### src/rtl/acc_pkg.sv
// -----------------------------------------------------------------------------
// acc_pkg
//  Shared definitions for the accumulator control slice: FSM state encoding
//  and the default widths used by acc_ctrl and its neighbours.
// -----------------------------------------------------------------------------
package acc_pkg;

    // Default widths of the sample path, the integration length and frame count.
    localparam int ACC_DIN_WIDTH = 16;
    localparam int ACC_LEN_WIDTH = 32;
    localparam int ACC_CNT_WIDTH = 32;

    // Controller states; the encoding is fixed so software can read it back.
    typedef enum logic [1:0] {
        IDLE      = 2'd0,
        WAIT_SYNC = 2'd1,
        RUN       = 2'd2
    } acc_state_e;

endpackage : acc_pkg

### src/rtl/acc_ctrl.sv
// -----------------------------------------------------------------------------
// acc_ctrl
//  Sample/frame controller in front of unsigned accumulators. Delays the
//  sample by one clock, gates its qualifier to the RUN state and marks the
//  first sample of every integration with acc_done so each integration spans
//  exactly acc_len valid samples.
//
// Ports
//  clk          in   system clock
//  rst_n        in   asynchronous active-low reset
//  din          in   sample (passed through unmodified)
//  din_valid    in   sample qualifier
//  sync_in      in   alignment strobe, only honoured together with din_valid
//  en           in   1 = run, 0 = fall back to IDLE
//  acc_len      in   samples per integration, 0 behaves as 1
//  dout         out  din delayed one clock
//  dout_valid   out  din_valid delayed one clock, only while running
//  acc_done     out  first sample of an integration (always with dout_valid)
//  first_frame  out  with acc_done: the accumulator output is stale, discard
//  frame_cnt    out  completed integrations since entering RUN (wraps)
//  resync       out  sticky: sync_in arrived mid-integration; cleared in IDLE
// -----------------------------------------------------------------------------
module acc_ctrl
    import acc_pkg::*;
#(
    parameter int DIN_WIDTH = ACC_DIN_WIDTH,
    parameter int LEN_WIDTH = ACC_LEN_WIDTH,
    parameter int CNT_WIDTH = ACC_CNT_WIDTH
) (
    input  logic                 clk,
    input  logic                 rst_n,
    input  logic [DIN_WIDTH-1:0] din,
    input  logic                 din_valid,
    input  logic                 sync_in,
    input  logic                 en,
    input  logic [LEN_WIDTH-1:0] acc_len,
    output logic [DIN_WIDTH-1:0] dout,
    output logic                 dout_valid,
    output logic                 acc_done,
    output logic                 first_frame,
    output logic [CNT_WIDTH-1:0] frame_cnt,
    output logic                 resync
);

    localparam logic [LEN_WIDTH-1:0] LEN_ONE  = {{(LEN_WIDTH-1){1'b0}}, 1'b1};
    localparam logic [LEN_WIDTH-1:0] LEN_ZERO = {LEN_WIDTH{1'b0}};
    localparam logic [CNT_WIDTH-1:0] FCNT_ONE  = {{(CNT_WIDTH-1){1'b0}}, 1'b1};
    localparam logic [CNT_WIDTH-1:0] FCNT_ZERO = {CNT_WIDTH{1'b0}};

    // A programmed length of zero would never close an integration; run it as 1.
    function automatic logic [LEN_WIDTH-1:0] clamp_len(input logic [LEN_WIDTH-1:0] len);
        clamp_len = (len == LEN_ZERO) ? LEN_ONE : len;
    endfunction

    acc_state_e            state_q, state_d;
    logic [LEN_WIDTH-1:0]  cnt_q, cnt_d;
    logic [LEN_WIDTH-1:0]  len_q, len_d;
    logic [DIN_WIDTH-1:0]  dout_q;
    logic                  dout_valid_q, dout_valid_d;
    logic                  acc_done_q, acc_done_d;
    logic                  first_frame_q, first_frame_d;
    logic [CNT_WIDTH-1:0]  frame_cnt_q, frame_cnt_d;
    logic                  resync_q, resync_d;

    logic [LEN_WIDTH-1:0]  len_new_s;
    logic [LEN_WIDTH-1:0]  cnt_restart_s;

    // Length latched at a boundary and the counter value after that boundary
    // sample: with a length of 1 every sample is a boundary, so stay at 0.
    always_comb begin
        len_new_s     = clamp_len(acc_len);
        cnt_restart_s = (len_new_s == LEN_ONE) ? LEN_ZERO : LEN_ONE;
    end

    // Next-state and next-output logic, evaluated on the sample being presented.
    always_comb begin
        state_d       = state_q;
        cnt_d         = cnt_q;
        len_d         = len_q;
        dout_valid_d  = 1'b0;
        acc_done_d    = 1'b0;
        first_frame_d = 1'b0;
        frame_cnt_d   = frame_cnt_q;
        resync_d      = resync_q;

        case (state_q)
            IDLE: begin
                cnt_d       = LEN_ZERO;
                frame_cnt_d = FCNT_ZERO;
                resync_d    = 1'b0;
                if (en) begin
                    state_d = WAIT_SYNC;
                end else begin
                    state_d = IDLE;
                end
            end

            WAIT_SYNC: begin
                if (!en) begin
                    state_d     = IDLE;
                    frame_cnt_d = FCNT_ZERO;
                    resync_d    = 1'b0;
                end else if (din_valid && sync_in) begin
                    // The sync sample itself opens the first integration; the
                    // accumulator has nothing valid to report yet.
                    state_d       = RUN;
                    dout_valid_d  = 1'b1;
                    acc_done_d    = 1'b1;
                    first_frame_d = 1'b1;
                    cnt_d         = cnt_restart_s;
                    len_d         = len_new_s;
                end else begin
                    state_d = WAIT_SYNC;
                end
            end

            RUN: begin
                if (!en) begin
                    // Abandon the partial integration; this sample is dropped.
                    state_d     = IDLE;
                    frame_cnt_d = FCNT_ZERO;
                    resync_d    = 1'b0;
                end else if (din_valid) begin
                    dout_valid_d = 1'b1;
                    if ((cnt_q == LEN_ZERO) || sync_in) begin
                        // Regular boundary, or one forced early by sync_in.
                        acc_done_d  = 1'b1;
                        cnt_d       = cnt_restart_s;
                        len_d       = len_new_s;
                        frame_cnt_d = frame_cnt_q + FCNT_ONE;
                        if (cnt_q != LEN_ZERO) begin
                            resync_d = 1'b1;
                        end else begin
                            resync_d = resync_q;
                        end
                    end else if (cnt_q == (len_q - LEN_ONE)) begin
                        cnt_d = LEN_ZERO;
                    end else begin
                        cnt_d = cnt_q + LEN_ONE;
                    end
                end else begin
                    cnt_d = cnt_q;
                end
            end

            default: begin
                state_d     = IDLE;
                cnt_d       = LEN_ZERO;
                frame_cnt_d = FCNT_ZERO;
                resync_d    = 1'b0;
            end
        endcase
    end

    // State, counter and registered outputs.
    always_ff @(posedge clk or negedge rst_n) begin
        if (!rst_n) begin
            state_q       <= IDLE;
            cnt_q         <= LEN_ZERO;
            len_q         <= LEN_ONE;
            dout_q        <= {DIN_WIDTH{1'b0}};
            dout_valid_q  <= 1'b0;
            acc_done_q    <= 1'b0;
            first_frame_q <= 1'b0;
            frame_cnt_q   <= FCNT_ZERO;
            resync_q      <= 1'b0;
        end else begin
            state_q       <= state_d;
            cnt_q         <= cnt_d;
            len_q         <= len_d;
            dout_q        <= din;
            dout_valid_q  <= dout_valid_d;
            acc_done_q    <= acc_done_d;
            first_frame_q <= first_frame_d;
            frame_cnt_q   <= frame_cnt_d;
            resync_q      <= resync_d;
        end
    end

    assign dout        = dout_q;
    assign dout_valid  = dout_valid_q;
    assign acc_done    = acc_done_q;
    assign first_frame = first_frame_q;
    assign frame_cnt   = frame_cnt_q;
    assign resync      = resync_q;

endmodule : acc_ctrl
### config.mk
export PLATFORM = sky130hd
export DESIGN_NAME = acc_ctrl
export DESIGN_NICKNAME = d
export VERILOG_FILES = /design/src/rtl/acc_pkg.sv /design/src/rtl/acc_ctrl.sv
export SDC_FILE = /design/constraint.sdc
export NUM_CORES = 1
export LEC_CHECK = 0
export CORE_ASPECT_RATIO = 1.75
export CORE_UTILIZATION = 45
export CTS_CLUSTER_SIZE = 16
export DETAILED_ROUTE_END_ITERATION = 10
export GPL_TIMING_DRIVEN = 1
export PLACE_DENSITY = 0.71
export SYNTH_ARGS = -nofsm -noshare
export SYNTH_HDL_FRONTEND = slang
export SYNTH_SLANG_ARGS = --single-unit
### constraint.sdc
create_clock -name clk -period 3.7 [get_ports clk]
set_input_delay 0.925 -clock clk [delete_from_list [all_inputs] [get_ports clk]]
set_output_delay 0.925 -clock clk [all_outputs]
set_load 0.05 [all_outputs]
==> results.json <==
{
  "critPathLaunch": "len_q[0]",
  "cts_sinks": 118,
  "rr_startpoint": "len_q[0]",
  "die_w_um": 94.22,
  "grt_util_met3": 0.05121,
  "r2r_cells": 12,
  "grt_pass1_vias": 6199,
  "track_usage": 0.2556,
  "synth_area_per_cell_um2": 9.407,
  "setup_viol": 0,
  "worst_setup_path_start_kind": "flip-flop",
  "core_area_um2": 14440,
  "wl_per_cell_um": 17.94,
  "drtIter0Drc": 476,
  "fmax_mhz": 282.9,
  "p_per_area_nw_per_um2": 473.6,
  "numPortBuffers": 104,
  "antenna_cells": 0,
  "clock_path_buffers": 2,
  "dp.cells": 990,
  "synth_ff_type": "dfrtp_1",
  "ios": 105,
  "clock-root-buffer": "clkbuf_16",
  "ir_drop_mv": 0.3754,
  "critical_path_peak_fanout": 16,
  "grt_pass1_wl_mm": 30.14,
  "outcome": "finished clean",
  "p_total_mw": 4.149,
  "die_h_um": 163.4,
  "setup_slack_ps": 165.4,
  "areaGrowthSynthToFinish_pct": 30.81,
  "ys_warn_count": 0,
  "finalHoldViolCount": 0,
  "slowest_delay_ps": 510,
  "arrival_ps": 3830,
  "grt_max_degree": 57,
  "yosysSeqAreaShare": 0.4411,
  "clock_latency_ps": 410,
  "ys_ff_latch": 118,
  "p_leak_nw": 3.501,
  "use_met2": 0.4631,
  "r2r_slack_ps": 170,
  "finalSetupTns_ps": 0,
  "drc": 0,
  "cts.htree.levels": 4,
  "use_met1": 0.2602,
  "die_area_um2": 15390,
  "wl_mm": 18.46,
  "routed-via-count": 5947,
  "hp-class": "in2async",
  "ys_types": 69,
  "r2r-end": "cnt_q[2]",
  "path_class": "reg2reg",
  "first_pass_iters": 5,
  "drive_gt1_frac": 0.1472,
  "skew_ps": 10.25,
  "dp_hpwl_mm": 13.71,
  "tightest_slew_ps": 818.3,
  "fillCellCount": 1243,
  "rows": 58,
  "tritoncts.num_buffers": 17,
  "worstPathRequired_ps": 4000,
  "synth_enable_flop_cells": 0,
  "postRouteAntennaNets": 0,
  "instances_no_fill": 1029,
  "async_flop_share": 1.000,
  "drv_cap": 0,
  "worstSetupEndpointType": "flip-flop",
  "regArea_um2": 2954,
  "syn_nets": 772,
  "viasPerCell": 5.779,
  "syn_inst": 712,
  "fin_crit_sh": 0.9553,
  "start_util": 0.4638,
  "slew_viol_final": 0,
  "min_period_ps": 3535,
  "gp_congestion": 0.9734,
  "slew_headroom": 0.4468,
  "cts_hold_buf": 0,
  "antenna_found_initial": 0,
  "syn_area_um2": 6698,
  "busiest_layer": "met2",
  "place_ws_ps": -16.46,
  "grt_remaining_overflow": 0,
  "final_nets": 896,
  "crit_slowest_cell": "or4b_4",
  "multi_input_area_um2": 3522,
  "crit_path_cell_trace": "inv_1, ha_2, or4b_4, nor4_4, nand4_2, or3b_1, a211o_1, a2111o_1, o21ai_4, buf_12, nor2_2, a22o_1",
  "clk_pin_slew_ps": 60,
  "cts_tree": "built"
}
==> repair_timing <==
action,CTS,global route
resized for setup,0,10
setup buffers,0,6
endpoints found under the setup margin,8,17
cloned,0,1
pin swaps,1,6
==> per-layer routing <==
layer / vias to the layer above / part of all wire
met3: 42 / 0.041
met5: - / 0
met4: 0 / 0.051
li1: 2823 / -
met1: 2866 / 0.37
met2: 216 / 0.54
==> placed cells by master (no fill, tap or decap), types with 29 or more instances in the layout <==
cell	instances
dfrtp_1	117
clkdlybuf4s50_1	103
nor2_1	60
nand2_1	53
xor2_1	37
xnor2_1	35
buf_4	35
nand3_1	33
mux2_2	31
nor3_1	29
==> registers in the layout, summed over array words and instances (netlist names) <==
| register | count |
|---|---|
| resync | 1 |
| dout | 16 |
| cnt_q | 32 |
| frame_cnt | 32 |
| first_frame | 1 |
| dout_valid | 1 |
| len_q | 32 |
| state_q | 2 |
| acc_done | 1 |
==> cell usage after synthesis, types with 9 or more instances <==
cell type / n / share of area
mux2_2: 31 / 0.052
xnor2_1: 35 / 0.046
and3_1: 12 / 0.011
nor4_1: 24 / 0.022
nand4_1: 19 / 0.018
or3_1: 15 / 0.014
nand2_1: 53 / 0.030
a21oi_1: 23 / 0.017
inv_1: 25 / 0.014
nor2_1: 62 / 0.035
nor2b_1: 11 / 0.010
o31ai_1: 9 / 0.010
xor2_1: 37 / 0.048
clkbuf_1: 28 / 0.016
dfrtp_1: 117 / 0.44
o21ai_0: 29 / 0.022
nor3_1: 29 / 0.022
nand3_1: 34 / 0.025
==> per-stage QoR <==
| step | hold slack, ps | util | instance area [µm²] |
|---|---|---|---|
| after floorplan | 499.3 | - | 6698 |
| after global placement | 480.4 | 0.5581 | 8060 |
| after detailed placement | 493.9 | 0.5581 | 8060 |
| after CTS | 378.0 | 0.6008 | 8676 |
| after global routing | 391.8 | 0.6067 | 8761 |
| final | 386.4 | 0.6067 | 8761 |
==> where the power goes <==
part           internal (mW)  switching [mW]
logic                  0.414           0.452
clock network           1.08           0.652
registers               1.41           0.139
total                   2.91            1.24
==> worst max-delay path: cells and delay by family, from the launching register on <==
kind | cells | cell delay (ps)
DFF | 1 | 370
adders and majority gates | 1 | 170
and+or+nand+nor | 5 | 1490
buffers and inverters | 2 | 240
AOI/OAI and AO/OA | 4 | 1140
==> worst max-delay path by stage <==
| stage | depth (start not counted) | slack, ps | to |
|---|---|---|---|
| finish | 12 | 170 | cnt_q[2] |
| global route | 12 | -5 | cnt_q[8] |
| CTS | 12 | 40 | cnt_q[2] |
| detailed placement | 12 | -20 | cnt_q[2] |
| global placement | 12 | 50 | cnt_q[6] |
| floorplan | 13 | 130 | cnt_q[22] |
==> cell type report <==
class,count,area share
Tap cell,180,0.02571
Sequential cell,118,0.3372
Clock inverter,14,0.02014
Inverter,25,0.01071
Timing Repair Buffer,142,0.1541
Multi-Input combinational cell,532,0.4020
Clock buffer,18,0.05013
==> cells by family (layout without fill, tap and decap cells) <==
family,count (synthesis),after routing,synth area share
buffers and inverters,62,199,0.03830
and+or+nand+nor,300,300,0.2363
xor gates and xnor gates,72,72,0.09415
AOI/OAI and AO/OA,119,119,0.1205
muxes,34,34,0.05660
adders and majority gates,7,7,0.01308
DFF,118,118,0.4411
No activity file was read; power rests on OpenSTA's default activity.
